### src/rtl/cnt_seq_pkg.sv
// Shared types and default sizing for the counter sequencer.
package cnt_seq_pkg;

   localparam int WIDTH_DEF   = 4;
   localparam int DW_DEF      = 4;
   localparam int TIMEOUT_DEF = 8;

   typedef enum logic [2:0] {
      IDLE  = 3'd0,
      STEP  = 3'd1,
      WAIT  = 3'd2,
      DWELL = 3'd3,
      DONE  = 3'd4
   } state_t;

   // Larger of two widths; sizes the shared dwell/timeout timer.
   function automatic int max2(input int a, input int b);
      return (a > b) ? a : b;
   endfunction

endpackage

### src/rtl/cnt_seq_timer.sv
// Loadable down-counter shared by the dwell hold and the no-movement timeout.
module cnt_seq_timer #(
   parameter int TW = 4
) (
   input  logic          clk,
   input  logic          rst,
   input  logic          load,
   input  logic [TW-1:0] val,
   input  logic          tick,
   output logic          zero
);

   logic [TW-1:0] cnt;

   // Load wins over tick; tick saturates at zero.
   always_ff @(posedge clk) begin
      if (rst)                    cnt <= '0;
      else if (load)              cnt <= val;
      else if (tick && cnt != '0) cnt <= cnt - 1'b1;
   end

   assign zero = (cnt == '0);

endmodule

### src/rtl/cnt_sequencer.sv
// Drives an up/down stepping counter to a commanded target, then dwells and
// reports done. The counter output is fed back on cnt_value.
module cnt_sequencer
   import cnt_seq_pkg::*;
#(
   parameter int WIDTH   = WIDTH_DEF,
   parameter int DW      = DW_DEF,
   parameter int TIMEOUT = TIMEOUT_DEF
) (
   input  logic             clk,
   input  logic             rst,
   input  logic             cmd_valid,
   output logic             cmd_ready,
   input  logic [WIDTH-1:0] cmd_target,
   input  logic [DW-1:0]    cmd_dwell,
   input  logic             abort,
   input  logic [WIDTH-1:0] cnt_value,
   output logic             cnt_en,
   output logic             cnt_down,
   output logic             cnt_step,
   output logic             busy,
   output logic             done,
   output logic             err
);

   localparam int TW = max2(DW, max2($clog2(TIMEOUT), 1));

   state_t           state, nstate;
   logic [WIDTH-1:0] tgt, snap;
   logic [DW-1:0]    dwell_q;
   logic             en_q;

   logic             acc, snap_ld, n_en, n_dn, n_st, n_err;
   logic             t_load, t_tick, t_zero;
   logic [TW-1:0]    t_val;

   // Direction and step size toward t from v; difference is one bit wider so
   // it never wraps, which keeps the counter from overshooting through 0/max.
   function automatic logic [1:0] plan(input logic [WIDTH-1:0] t,
                                       input logic [WIDTH-1:0] v);
      logic         dn;
      logic [WIDTH:0] d;
      dn = (t < v);
      d  = dn ? ({1'b0, v} - {1'b0, t}) : ({1'b0, t} - {1'b0, v});
      return {dn, (d >= (WIDTH+1)'(2))};
   endfunction

   cnt_seq_timer #(.TW(TW)) u_timer (
      .clk  (clk),
      .rst  (rst),
      .load (t_load),
      .val  (t_val),
      .tick (t_tick),
      .zero (t_zero)
   );

   // Next state and next registered outputs. DWELL spends dwell+1 cycles
   // (the entry cycle plus dwell hold cycles); WAIT gives the counter
   // TIMEOUT cycles to move after each strobe.
   always_comb begin
      nstate  = state;
      acc     = 1'b0;
      snap_ld = 1'b0;
      n_en    = 1'b0;
      n_dn    = 1'b0;
      n_st    = 1'b0;
      n_err   = 1'b0;
      t_load  = 1'b0;
      t_tick  = 1'b0;
      t_val   = '0;
      case (state)
         IDLE: begin
            if (cmd_valid) begin
               acc = 1'b1;
               if (cmd_target == cnt_value) begin
                  nstate = DWELL;
                  t_load = 1'b1;
                  t_val  = TW'(cmd_dwell);
               end else begin
                  nstate       = STEP;
                  n_en         = 1'b1;
                  {n_dn, n_st} = plan(cmd_target, cnt_value);
               end
            end
         end
         STEP: begin
            nstate  = WAIT;
            snap_ld = 1'b1;
            t_load  = 1'b1;
            t_val   = TW'(TIMEOUT - 1);
         end
         WAIT: begin
            if (cnt_value != snap) begin
               if (cnt_value == tgt) begin
                  nstate = DWELL;
                  t_load = 1'b1;
                  t_val  = TW'(dwell_q);
               end else begin
                  nstate       = STEP;
                  n_en         = 1'b1;
                  {n_dn, n_st} = plan(tgt, cnt_value);
               end
            end else if (t_zero) begin
               nstate = IDLE;
               n_err  = 1'b1;
            end else begin
               t_tick = 1'b1;
            end
         end
         DWELL: begin
            if (t_zero) nstate = DONE;
            else        t_tick = 1'b1;
         end
         DONE:    nstate = IDLE;
         default: nstate = IDLE;
      endcase
      if (abort && state != IDLE) begin
         nstate = IDLE;
         n_en   = 1'b0;
         n_dn   = 1'b0;
         n_st   = 1'b0;
         n_err  = 1'b0;
      end
   end

   // State, command latches and registered (Moore) outputs.
   always_ff @(posedge clk) begin
      if (rst) begin
         state     <= IDLE;
         tgt       <= '0;
         dwell_q   <= '0;
         snap      <= '0;
         en_q      <= 1'b0;
         cnt_down  <= 1'b0;
         cnt_step  <= 1'b0;
         cmd_ready <= 1'b1;
         busy      <= 1'b0;
         done      <= 1'b0;
         err       <= 1'b0;
      end else begin
         state     <= nstate;
         if (acc) begin
            tgt     <= cmd_target;
            dwell_q <= cmd_dwell;
         end
         if (snap_ld) snap <= cnt_value;
         en_q      <= n_en;
         cnt_down  <= n_dn;
         cnt_step  <= n_st;
         cmd_ready <= (nstate == IDLE);
         busy      <= (nstate == STEP) || (nstate == WAIT) || (nstate == DWELL);
         done      <= (nstate == DONE);
         err       <= n_err;
      end
   end

   // An abort landing on a strobe cycle must not advance the counter.
   assign cnt_en = en_q & ~abort;

endmodule
### config.mk
export PLATFORM = sky130hd
export DESIGN_NAME = cnt_sequencer
export DESIGN_NICKNAME = d
export VERILOG_FILES = /design/src/rtl/cnt_seq_pkg.sv /design/src/rtl/cnt_seq_timer.sv /design/src/rtl/cnt_sequencer.sv
export SDC_FILE = /design/constraint.sdc
export NUM_CORES = 1
export LEC_CHECK = 0
export CAP_MARGIN = 20
export CORE_UTILIZATION = 50
export DETAILED_ROUTE_END_ITERATION = 7
export MAX_ROUTING_LAYER = met4
export PLACE_DENSITY = 0.76
export SETUP_SLACK_MARGIN = 0.1
export SLEW_MARGIN = 10
export SYNTH_ARGS = -nofsm -noshare
export SYNTH_HDL_FRONTEND = slang
export SYNTH_HIERARCHICAL = 1
export SYNTH_SLANG_ARGS = --single-unit
### constraint.sdc
create_clock -name clk -period 2.1 [get_ports clk]
set_clock_uncertainty 0.1 [all_clocks]
set_input_delay 0.21 -clock clk [delete_from_list [all_inputs] [get_ports clk]]
set_output_delay 0.21 -clock clk [all_outputs]
set_load 0.01 [all_outputs]
# == Word level (Yosys, flattened, before mapping) ==
# Cells that the tools add are included.
# classes
n_addsub,5
order_cmp,4
n_eq_ne,10
muxes,44
bitwise,3
n_reduce_logical,12
# ops
operator,n
$mux 4,6
$mux 1,22
$sub 4x4->5,4
$mux 3,5
$eq 3x2->1 const B,4
$pmux 3 s4,1
$pmux 4 s3,1
$ge 5x2->1 const B,2
$mux 5,2
$eq 4x4->1,2
$lt 4x4->1,2
$pmux 1 s2,4
$eq 3x1->1 const B,2
$logic_not 3->1,2
$logic_not 4->1,1
$mux 2,2
$ne 4x4->1,1
$reduce_bool 4->1,1
$reduce_or 4->1,1
$sub 4x1->4 const B,1
$eq 3x3->1 const B,1
$pmux 1 s3,1
$reduce_bool 3->1,1
$logic_and 1x1->1,2
other kinds (5),7
# word_totals
ff_bits,26
inputBits,16

# == Depth between registers and ports, before layout ==
# depth
word_depth,8
mapped_depth,9
ltp_nobuf,9

# == Modules after synthesis ==
# Netlist, hierarchy kept.
# by_module_without_submodules
module,n_inst,cells_each,area_per_inst_um2,seq_area_each_um2
cnt_sequencer,1,189,1604.0,440.4
cnt_seq_timer,1,29,262.8,80.1

# == Worst setup path after synthesis ==
# No wires, ideal clock.
# synth_timing
path_type,flip-flop to flip-flop
start,reg tgt[3]
end,reg u_timer.cnt[1]
setup_time_ns,0.122
t_arrival_ns,1.916
path_slack_ns,-0.038
stages_incl_launch_ff,9
n_path_buf,1
cell_sequence,dfxtp_1 -> ha_1 -> clkbuf_2 -> nand4_1 -> nor3_2 -> or3_2 -> nand2_1 -> nor2_1 -> a311o_1
# synth_via
elab_chain_cells,5
word_cells_on_any_way,9
cone_classes,eq/ne: 1; mux: 7; reduce/logical: 1
# synth_rtl
item,line_no,source
start: declaration,cnt_sequencer.sv:29,"logic [WIDTH-1:0] tgt, snap;"
start signal: assignment,cnt_sequencer.sv:143,tgt <= cmd_target;
$eq 4x4->1 (*),cnt_sequencer.sv:94,if (cnt_value == tgt) begin
$mux 1 (*),cnt_sequencer.sv:94,
$mux 1 (*),cnt_sequencer.sv:93,if (cnt_value != snap) begin
$pmux 1 s3 (*),cnt_sequencer.sv:71,case (state)
via t_load,cnt_sequencer.sv:34,"logic t_load, t_tick, t_zero;"
$mux 4 or $reduce_bool 2->1 (tied branches),n/a,
end signal: assignment,cnt_seq_timer.sv:18,else if (load) cnt <= val;
end signal: assignment,cnt_seq_timer.sv:19,else if (tick && cnt != '0) cnt <= cnt - 1'b1;
end: declaration,cnt_seq_timer.sv:13,logic [TW-1:0] cnt;
# The timed path passes the listed nets; every way through them passes the cells marked *.
# A chain may end at the register's enable or synchronous reset.

# == Worst setup path after layout ==
# layout_timing
start,reg snap[2]
end,reg u_timer.cnt[3]
# layout_via
elab_chain_cells,5
word_cells_on_any_way,10
cone_classes,eq/ne: 1; mux: 7; reduce/logical: 2
# layout_rtl
item,line_no,source
start: declaration,cnt_sequencer.sv:29,
start signal: assignment,cnt_sequencer.sv:146,if (snap_ld) snap <= cnt_value;
$ne 4x4->1,cnt_sequencer.sv:93,
$mux 1,cnt_sequencer.sv:93,
$pmux 1 s2,cnt_sequencer.sv:71,
via t_tick,cnt_sequencer.sv:34,
$logic_and 1x1->1,cnt_seq_timer.sv:19,
$reduce_bool 2->1 (no line),n/a,
# The timed path passes the listed nets, and every way through them passes these cells.

==> flow_summary.yaml <==
synth:
  syn_nets: 255
  syn_inst: 218
  synthAdderAreaFrac_pct: 15.7
  avgSynthCellArea_um2: 8.56
  yosys.area.top_type: "dfxtp_1"
  synth_commonest_cells: "30 x nand2_1, 26 x dfxtp_1, 22 x inv_1"
  synth_compound_area_share_pct: 18.6
  synth_cell_type_count: 48
  synth_top_family_by_area: "simple AND/OR/NAND/NOR gates"
  muxShareOfSynthArea_pct: 3.75
  synth_top_area_share_pct: 27.9
  synth.most_common_cell: "nand2_1"
  synth-seq-cells: 26
  synth_edf_count: 0
  yosys_warnings: 6
  ys_top_cells_by_area: "dfxtp_1 28%, ha_1 11%, nand2_1 6.0%"
  syn-cell-area_um2: 1870
  synthArstFlopShare_pct: 0
  yosysSeqAreaShare_pct: 27.9
  synthSimpleGateAreaFrac_pct: 24.0
  synth-xor-area-share_pct: 3.28
  synth_flop_cell: "dfxtp_1"
global_route:
  grt_max_degree: 16
  grt_first_pass_wirelength_mm: 7.77
  grt_pass1_vias: 1792
  antenna_found_initial: 0
  grt_use_total_pct: 25.5
  overflow: 0
setup_path:
  critPathKind: "flip-flop to flip-flop"
  cp.required_ns: 2.17
  critPathMaxStageDelay_ns: 0.37
  cp.buffers_inverters: 1
  crit_family: "simple AND/OR/NAND/NOR gates"
  slowest_stage: "nor4_4"
  path_cells: "xor2_2, nor4_4, buf_4, o21a_4, nor4b_4, mux2i_1, a211oi_2"
  critPathArrivalTime_ns: 2.07
  worstSetupStartpointType: "flip-flop"
  critPathCaptureType: "flip-flop"
  cp_max_fo: 4
clocking:
  insertion_delay_ns: 0.28
  cts_tree: "done"
  clock_path_buffers: 2
  tritoncts_num_sinks: 26
  clock-root-buffer: "clkbuf_8"
  clkTransAtPathRegs_ns: 0.10
  cts_max_level: 1
  cts_buffers: 3
die:
  core_area_um2: 3470
  die_h_um: 63.1
  ioPinCount: 23
  initial_utilization_pct: 53.8
  die_area_um2: 3980
  std_cell_rows: 21
  die_w_um: 63.1
drt:
  detail-route-antenna-nets: 0
  drc: 0
  drt-vias-per-instance: 5.46
  routed_wl_mm: 4.94
  wl_per_cell_um: 15.0
  drtIter0Drc: 138
  firstDrtPassIters: 4
  vias: 1802
pwr:
  ir_drop_mv: 0.515
  p_leak_nw: 1.15
  fin_total_pwr_mw: 1.61
  p_per_area_nw_per_um2: 606
finish:
  fin_nets: 322
  fill_cells: 242
  fin_util_pct: 76.3
  multi_input_area_um2: 1350
  regArea_um2: 528
  syn2layout_area_growth_pct: 41.8
  antennaDiodeCount: 0
  drive_gt1_share_pct: 33.8
  final_cells: 330
timing:
  clock.fmax_ghz: 0.499
  setup_viol: 0
  relSlewSlack_pct: 77.0
  finalCritPeriodShare_pct: 95.4
  maxSlewViolCount: 0
  worst_pin_slew_ns: 0.344
  tns_ns: 0
  layout_min_cycle_time_ns: 2.00
  rsz0062_at_grt: "yes"
  hold_viol: 0
placement:
  placed_cells: 319
  dp_hpwl_mm: 3.57
  place_congestion: 0.841
  numPortBuffers: 22
status:
  status: "complete, no violations"
run:
  drv_cap: 0
hold_path:
  hold_path_class: "input pin to flip-flop"
state kept, by name (all words and copies together) (netlist names):
| signal | cells |
|---|---|
| dwell_q | 4 |
| cnt_down | 1 |
| en_q | 1 |
| u_timer/cnt | 4 |
| done | 1 |
| busy | 1 |
| snap | 4 |
| state | 3 |
| err | 1 |
| cnt_step | 1 |
| tgt | 4 |
| cmd_ready | 1 |
through the flow:
step	setup WS (ns)	instance area [um2]	hold slack (ns)
2_1_floorplan	0.110	1890	0.182
3_3_place_gp	-0.352	2420	0.343
3_5_place_dp	-0.427	2420	0.352
4_1_cts	0.0637	2540	0.342
5_1_grt	0.0196	2650	0.244
6_report	0.0972	2650	0.206
cell families (layout without fill, tap and decap cells):
logic type / Yosys count / count (layout)
AO/OA/AOI/OAI: 46 / 46
flip-flops: 26 / 26
multiplexers: 7 / 7
buffers and inverters: 28 / 94
adder cells (fa/ha/maj): 21 / 21
AND/OR/NAND/NOR: 83 / 83
XOR/XNOR: 7 / 7
path summary, 6_finish.rpt:
check | startpoint | endpoint | slack [ns] | depth (start not counted)
setup / recovery | snap[2]$_SDFFE_PP0P_ | u_timer/cnt[3]$_SDFFE_PP0P_ | 0.1 | 7
hold / removal | cnt_value[2] | snap[2]$_SDFFE_PP0P_ | 0.21 | 3
setup reg to reg | snap[2]$_SDFFE_PP0P_ | u_timer/cnt[3]$_SDFFE_PP0P_ | 0.1 | 7
hold reg to reg | dwell_q[3]$_SDFFE_PP0P_ | dwell_q[3]$_SDFFE_PP0P_ | 0.36 | 2
timing repair:
item | 4_1_cts | 5_1_grt
hold buffers | 0 | 0
endpoints found under the setup margin | 6 | 8
setup buffers | 3 | 5
pin swaps | 7 | 13
resized for setup | 13 | 36
endpoints found under the hold margin | 0 | 0
where the power goes:
part	switching, mW	leakage, nW	internal [mW]	total, mW
combinational	0.300	0.900	0.298	0.598
sequential	0.0395	0.216	0.543	0.582
clock	0.170	0.0357	0.255	0.425
cell type report:
cell class              count  area share, %
well taps                  46           2.17
clock buffers               3           1.56
multi-input cells         164           50.9
repair buffers             68           21.0
clock inverters             1           1.13
inverters                  22           3.31
flip-flops and latches     26           19.9
worst reg2reg max path, cell delays in order, from the launching register on:
cell      delay [ns]
dfxtp_2         0.35
xor2_2          0.19
nor4_4          0.37
buf_4           0.18
o21a_4          0.14
nor4b_4         0.20
mux2i_1         0.27
a211oi_2        0.09
cell usage in the layout, fill, tap and decap left out, types with 2 or more instances in the layout:
cell type	Yosys	layout
a211oi_1	4	3
nor4_1	2	2
fa_1	4	2
clkbuf_8	2	3
dlymetal6s2s_1	0	4
inv_1	22	15
a21o_1	2	2
nand2_1	30	29
buf_4	0	46
nor2_2	0	2
a21oi_1	15	15
ha_4	0	5
ha_1	17	11
nand2b_1	3	3
xor2_2	0	2
fa_2	0	2
nand3b_1	3	3
nor3_1	6	6
a211o_1	3	3
dfxtp_1	26	20
dfxtp_2	0	6
a311oi_1	2	2
o21a_1	4	3
nor2b_1	3	3
clkbuf_2	1	4
nand4_1	2	2
clkdlybuf4s50_1	0	14
xor2_1	7	5
inv_2	0	6
nor2_1	18	16
o21ai_1	0	3
nand3_1	2	2
mux2i_1	7	7
a221o_2	3	3
per-layer routing:
| layer | up-vias | track usage, % | wire length, um |
|---|---|---|---|
| met4 | 0 | 9.88 | 83 |
| li1 | 892 | - | - |
| met3 | 8 | 3.62 | 216 |
| met2 | 58 | 42.3 | 2390 |
| met5 | - | - | 0 |
| met1 | 844 | 31.1 | 2260 |
(Power assumes the default switching activity.)
